--- src/rtl/cronometro_regressivo_param.sv ---
// Shot-clock countdown: whole seconds down from a preset or loaded value, with pause,
// reload, expiry flag, per-second tick and a fixed-length buzzer pulse on reaching zero.
module cronometro_regressivo_param #(
    parameter int TICKS_POR_SEGUNDO = 50_000_000,
    parameter int LARGURA           = 7,
    parameter int VALOR_A           = 14,
    parameter int VALOR_B           = 24,
    parameter int BUZZER_CICLOS     = 50_000_000
) (
    input  logic               clock_in,
    input  logic               reset,
    input  logic               recarregar,
    input  logic               chaveEscolherCronometro,
    input  logic               chaveParar,
    input  logic               carregar_valor,
    input  logic [LARGURA-1:0] valor_carga,
    output logic [LARGURA-1:0] saida,
    output logic               buzzer,
    output logic               expirado,
    output logic               tick_segundo
);

    localparam int PW = (TICKS_POR_SEGUNDO > 1) ? $clog2(TICKS_POR_SEGUNDO) : 1;
    localparam int BW = (BUZZER_CICLOS > 1) ? $clog2(BUZZER_CICLOS) : 1;

    localparam logic [PW-1:0]      PRESC_MAX = PW'(TICKS_POR_SEGUNDO - 1);
    localparam logic [BW-1:0]      BUZ_INI   = BW'(BUZZER_CICLOS - 1);
    localparam logic [LARGURA-1:0] PRESET_A  = LARGURA'(VALOR_A);
    localparam logic [LARGURA-1:0] PRESET_B  = LARGURA'(VALOR_B);
    localparam logic [LARGURA-1:0] UM        = LARGURA'(1);

    logic [LARGURA-1:0] saida_q, saida_d;
    logic [PW-1:0]      presc_q, presc_d;
    logic [BW-1:0]      buz_cnt_q, buz_cnt_d;
    logic               buzzer_q, buzzer_d;
    logic               expirado_q, expirado_d;
    logic               tick_q, tick_d;
    logic [LARGURA-1:0] preset_sel;

    assign preset_sel = chaveEscolherCronometro ? PRESET_B : PRESET_A;

    always_comb begin
        saida_d   = saida_q;
        presc_d   = presc_q;
        buz_cnt_d = buz_cnt_q;
        buzzer_d  = buzzer_q;
        tick_d    = 1'b0;

        // buz_cnt_q holds the remaining high cycles after the current one
        if (buzzer_q) begin
            if (buz_cnt_q == '0) begin
                buzzer_d = 1'b0;
            end else begin
                buz_cnt_d = buz_cnt_q - 1'b1;
            end
        end

        if (recarregar) begin
            saida_d   = preset_sel;
            presc_d   = '0;
            buzzer_d  = 1'b0;
            buz_cnt_d = '0;
        end else if (carregar_valor) begin
            saida_d   = valor_carga;
            presc_d   = '0;
            buzzer_d  = 1'b0;
            buz_cnt_d = '0;
        end else if (!chaveParar && (saida_q != '0)) begin
            if (presc_q == PRESC_MAX) begin
                presc_d = '0;
                saida_d = saida_q - 1'b1;
                tick_d  = 1'b1;
                if (saida_q == UM) begin
                    buzzer_d  = 1'b1;
                    buz_cnt_d = BUZ_INI;
                end
            end else begin
                presc_d = presc_q + 1'b1;
            end
        end

        expirado_d = (saida_d == '0);
    end

    always_ff @(posedge clock_in) begin
        if (reset) begin
            saida_q    <= PRESET_A;
            presc_q    <= '0;
            buz_cnt_q  <= '0;
            buzzer_q   <= 1'b0;
            tick_q     <= 1'b0;
            expirado_q <= (PRESET_A == '0);
        end else begin
            saida_q    <= saida_d;
            presc_q    <= presc_d;
            buz_cnt_q  <= buz_cnt_d;
            buzzer_q   <= buzzer_d;
            tick_q     <= tick_d;
            expirado_q <= expirado_d;
        end
    end

    assign saida        = saida_q;
    assign buzzer       = buzzer_q;
    assign expirado     = expirado_q;
    assign tick_segundo = tick_q;

endmodule

--- config.mk ---
export PLATFORM = sky130hd
export DESIGN_NAME = cronometro_regressivo_param
export DESIGN_NICKNAME = d
export VERILOG_FILES = /design/src/rtl/cronometro_regressivo_param.sv
export SDC_FILE = /design/constraint.sdc
export NUM_CORES = 1
export LEC_CHECK = 0
export CAP_MARGIN = 10
export CORE_ASPECT_RATIO = 0.9
export CORE_UTILIZATION = 55
export DETAILED_ROUTE_END_ITERATION = 16
export DONT_BUFFER_PORTS = 1
export PLACE_DENSITY = 0.67
export SLEW_MARGIN = 20
export SYNTH_ARGS = -nofsm -noshare
export SYNTH_HDL_FRONTEND = slang
export SYNTH_SLANG_ARGS = --single-unit
export TNS_END_PERCENT = 100
--- constraint.sdc ---
create_clock -name clock_in -period 3.73 [get_ports clock_in]
set_input_delay 0.746 -clock clock_in [delete_from_list [all_inputs] [get_ports clock_in]]
set_output_delay 0.746 -clock clock_in [all_outputs]
set_load 0.05 [all_outputs]
After elaboration in Yosys (flattened, before gate mapping) --
Index checks and enable logic that the tools add are counted. Widths: inputs -> output; s select.
Storage, ports and cells: flip-flop bits (word level) 62, latch bits 0, memory bits (writable) 0, memory bits (read-only) 0, input bits 13, output and inout port bits 10, memories 0
Cells by class: $add $sub $neg 3, multipliers 0, div/mod/pow operators 0, $lt $le $gt $ge 0, equal/unequal tests 2, shift operators 0, multiplexer cells 17, bitwise logic cells 1, reduce and logical (&&, ||, !) cells 7
Operators by type and width (count):
- $mux 26 | 6
- $mux 7 | 4
- $add 26x1->26 const B | 1
- $eq 26x26->1 const B | 1
- $logic_not 26->1 | 1
- $sub 26x1->26 const B | 1
- $eq 7x1->1 const B | 1
- $logic_not 7->1 | 1
- $reduce_bool 7->1 | 1
- $sub 7x1->7 const B | 1
- $mux 1 | 6
- $mux 5 | 1
- $reduce_or 4->1 | 1
- $reduce_or 3->1 | 1
- $logic_and 1x1->1 | 1
- $logic_not 1->1 | 1
- $not 1->1 | 1

Logic depth before layout (Yosys ltp) --
depth in word-level cells 6, depth in mapped cells 11, gate-level depth less buffers 9

Worst setup path after synthesis --
No wires, ideal clock.
kind register to register, from reg saida_q[0], in the netlist saida[0], to reg presc_q[23], library setup time 0.128 ns, data arrival time 2.661 ns, path slack 0.942 ns, stages on the path, launching flop included 10, buffers on the path 0, clock period less this slack 2.788 ns, cells stage by stage dfxtp_1 inv_1 ha_1 nor2b_1 a2111oi_0 nand2_1 nor3_1 nand4_1 xor2_1 nor2_1
On the way: longest elaborated chain between the ends 2
Ends and longest elaborated chain:
- start, declared | line 32 | logic [LARGURA-1:0] saida_q, saida_d;
- start signal, assigned | line 94 | saida_q <= saida_d;
- $reduce_bool 7->1 | line 68 | end else if (!chaveParar && (saida_q != '0)) begin
- $logic_and 1x1->1 | line 68
- end signal, assigned | line 95 | presc_q <= presc_d;
- end, declared | line 33 | logic [PW-1:0] presc_q, presc_d;
No other way between the ends. A chain may end at the register's enable or synchronous reset.

Worst setup path after layout --
from reg saida_q[0], in the netlist saida[0], to reg saida_q[4], in the netlist saida[4]
On the way: longest elaborated chain between the ends 5
Ends and longest elaborated chain:
- $sub 7x1->7 or $reduce_bool 7->1 (tied branches) | line 71, 68
- $mux 7 or $logic_and 1x1->1 (tied branches) | line 69, 68
- $mux 7 * | line 68
- $mux 7 * | line 63 | end else if (carregar_valor) begin
- $mux 7 * | line 58 | if (recarregar) begin
Mark *: on every way between the ends. The rest lies on a longest branch, timed or not.

==> out/metrics.csv <==
stage,metric,value,unit
cts,numCtsBuffers,9,
grt,grt.total_usage,22.0,%
critical_path,critical-path-slowest-cell,dfxtp_1,
placement,gp_congestion,0.804,
synth,synth_ff_type,dfxtp_1,
critical_path,critPathKind,flop to flop,
sta,min_period_over_period,78.2,%
power_and_ir_drop,sequentialPowerShare,53.3,%
sta,slew-limit-headroom,45.7,%
grt,overflow,0,
final_layout,area_growth,7.96,%
synth,ys_ff_latch,62,
synth,ys_top_cells_by_area,"dfxtp_1 41%, xnor2_1 7.3%, nor2_1 6.0%, xor2_1 5.5%, a21oi_1 4.7%",
floorplanning,rows,25,
synth,synth-edff-count,0,
synth,syn_area,3000,µm²
cts,hold_buffers,0,
grt,grt_pass1_wl,9.76,mm
final_layout,stdcell_area,3240,µm²
placement,dp_hpwl,4.00,mm
critical_path,max_stage_delay,0.70,ns
sta,setup_viol,0,
run_status,status,finished clean,
floorplanning,die-area,5760,µm²
detailed_routing,viasPerCell,5.53,
cts,cts_buffer_depth,2,
floorplanning,start_util,57.2,%
power_and_ir_drop,p_switching,290,µW
final_layout,num_antenna_cells,0,
synth,synthArstFlopShare,0,%
cts,htree_levels,3,
sta,totalNegativeSetupSlack,0,ns
synth,synthCells,350,
critical_path,cp-end-kind,flop,
detailed_routing,drt_first_iter_violations,71,
detailed_routing,ant_nets,0,
floorplanning,pin_count,23,
cts,clock-root-buffer,clkbuf_8,
detailed_routing,routed.top_layer,met4,
sta,worstMarginPinSlew,0.814,ns
final_layout,drive_above_1_share,8.15,%
synth,yosysTopAreaCell,dfxtp_1,
flow_run,cap_violations,0,
cts,cts_num_sinks,62,
synth,synth.top_cell.area_share,41.3,%
synth,synth.distinct_cells,48,
cts,post-cts-setup-buffers,0,
detailed_routing,drc,0,
power_and_ir_drop,p_leak,0.00111,µW
detailed_routing,routed_wl,5.67,mm
synth,yosysSeqAreaShare,41.3,%
detailed_routing,num_vias,2338,
floorplanning,die_x,79.9,µm
power_and_ir_drop,internal_power,987,µW
final_layout,final_cell_mix,"62 x dfxtp_1, 48 x nor2_1, 28 x a21oi_1",
sta,finalHoldViolations,0,
power_and_ir_drop,power.share.clock,43.6,%
power_and_ir_drop,switching_share,22.7,%
grt,antenna_found_initial,0,
cts,cts-resized-gates,0,
cts,clk_latency,0.34,ns
critical_path,cp_cell_sequence,inv_1 -> ha_1 -> nor2b_1 -> a21oi_4 -> nand4_4 -> or4_4 -> xor2_1 -> or3_1 -> a21oi_1,
floorplanning,core,5260,µm²
power_and_ir_drop,combPwrFrac,3.1,%
detailed_routing,wl_met3,236,µm
placement,portBuffers,0,
power_and_ir_drop,p_per_area,394,nW/µm²
final_layout,layout.nets,369,
sta,whs,0.471,ns
sta,clock.fmax,0.343,GHz
placement,dpl-instance-area,3060,µm²
critical_path,worstPathRequired,4.00,ns
detailed_routing,wl_met1,2.85,mm
cts,cts_tree,built,
critical_path,worstPathArrival,3.19,ns
grt,grt_pass1_vias,2200,
sta,min_period,2.92,ns
sta,rsz0062_at_grt,false,
synth,synth_nets,368,
critical_path,critPathLaunchType,flop,
grt,grt_max_degree,25,
floorplanning,die_h,72.1,µm
detailed_routing,wl_per_cell,13.4,µm
sta,finalClockSkew,0.00788,ns
synth,yosysWarnings,0,
sta,drv_slew,0,
detailed_routing,wl_met2,2.51,mm
power_and_ir_drop,vdd_drop_max,0.000351,V
cts,clkTransAtPathRegs,0.06,ns
min_path,hold_path.class,input pin to flop,
synth,synth_area_per_cell,8.58,µm²
detailed_routing,drt_pre_antenna_iters,4,
critical_path,path_max_fanout,8,
final_layout,layout_commonest_cell,dfxtp_1,
==> logic make-up (layout without fill, tap and decap cells) <==
kind of cell               Yosys count  count (layout)  synth area share [%]
and+or+nand+nor                    154             154                  28.2
DFF                                 62              62                  41.3
AOI/OAI and AO/OA                   57              57                  11.6
xor gates and xnor gates            44              44                  12.8
buffers and inverters               26              32                  3.29
adders and majority gates            5               5                  2.08
muxes                                2               2                 0.666
==> stage by stage <==
step / cells / total power [µW] / utilization [%] / worst slack, ns
finish: 423 / 1280 / 61.7 / 0.812
global route: 423 / 1330 / 61.7 / 0.532
CTS: 423 / 1290 / 61.7 / 0.787
detailed placement: 407 / 735 / 58.2 / 0.810
global placement: 407 / 734 / 58.2 / 0.788
floorplan: 350 / 730 / - / 0.942
==> Yosys cell counts, types with 3 or more instances <==
master    count
inv_1        13
nand4_1       7
nor4_1        5
xnor2_1      25
or3_1        13
dfxtp_1      62
or4_1         3
nand2b_1      4
clkbuf_1     12
a31oi_1       4
nor3_1       17
and4_1        5
a21o_1        3
ha_1          5
nor2_1       48
a21oi_1      28
o21ai_0       8
xor2_1       19
nand2_1      22
nand3_1      10
==> power groups by stage <==
stage	combinational, µW	clock, µW	sequential [µW]
floorplan	32.0	0	698
global placement	38.6	0	696
detailed placement	39.3	0	696
CTS	39.4	573	681
global route	44.1	602	681
finish	39.1	557	681
==> sequential cells by signal, indices dropped and copies added, names as in the netlist <==
signal	flops
expirado	1
tick_segundo	1
buzzer	1
buz_cnt_q	26
saida	7
presc_q	26
==> cell type report <==
class,instances,area (µm²)
Timing Repair Buffer,3,22.5
Inverter,13,48.8
Tap cell,67,83.8
Sequential cell,62,1240
Fill cell,486,2010
Clock buffer,12,135
Clock inverter,4,47.5
Multi-Input combinational cell,262,1660
==> metal layers <==
metal	GRT usage [%]	up-vias
met5	0	-
met4	8.33	0
met3	7.42	6
met2	34.4	35
met1	28.2	1076
li1	-	1221
==> final timing paths <==
check	to	from	cells after the start	slack [ns]
hold reg to reg	buz_cnt_q[16]$_SDFF_PP0_	buz_cnt_q[16]$_SDFF_PP0_	2	0.48
hold / removal	saida[4]$_SDFF_PP0_	reset	1	0.47
setup reg to reg	saida[4]$_SDFF_PP0_	saida[0]$_SDFF_PP0_	9	0.81
setup / recovery	saida[4]$_SDFF_PP0_	saida[0]$_SDFF_PP0_	9	0.81
==> worst max-delay path, delay by kind of cell, from the launching register on <==
family / cells / cell delay, ns
simple gates: 4 / 1.10
flops: 1 / 0.70
compound gates: 2 / 0.47
fa+ha+maj: 1 / 0.24
buf+inv: 1 / 0.18
xor+xnor: 1 / 0.16
Note: power is estimated with default switching activity, not from simulation.
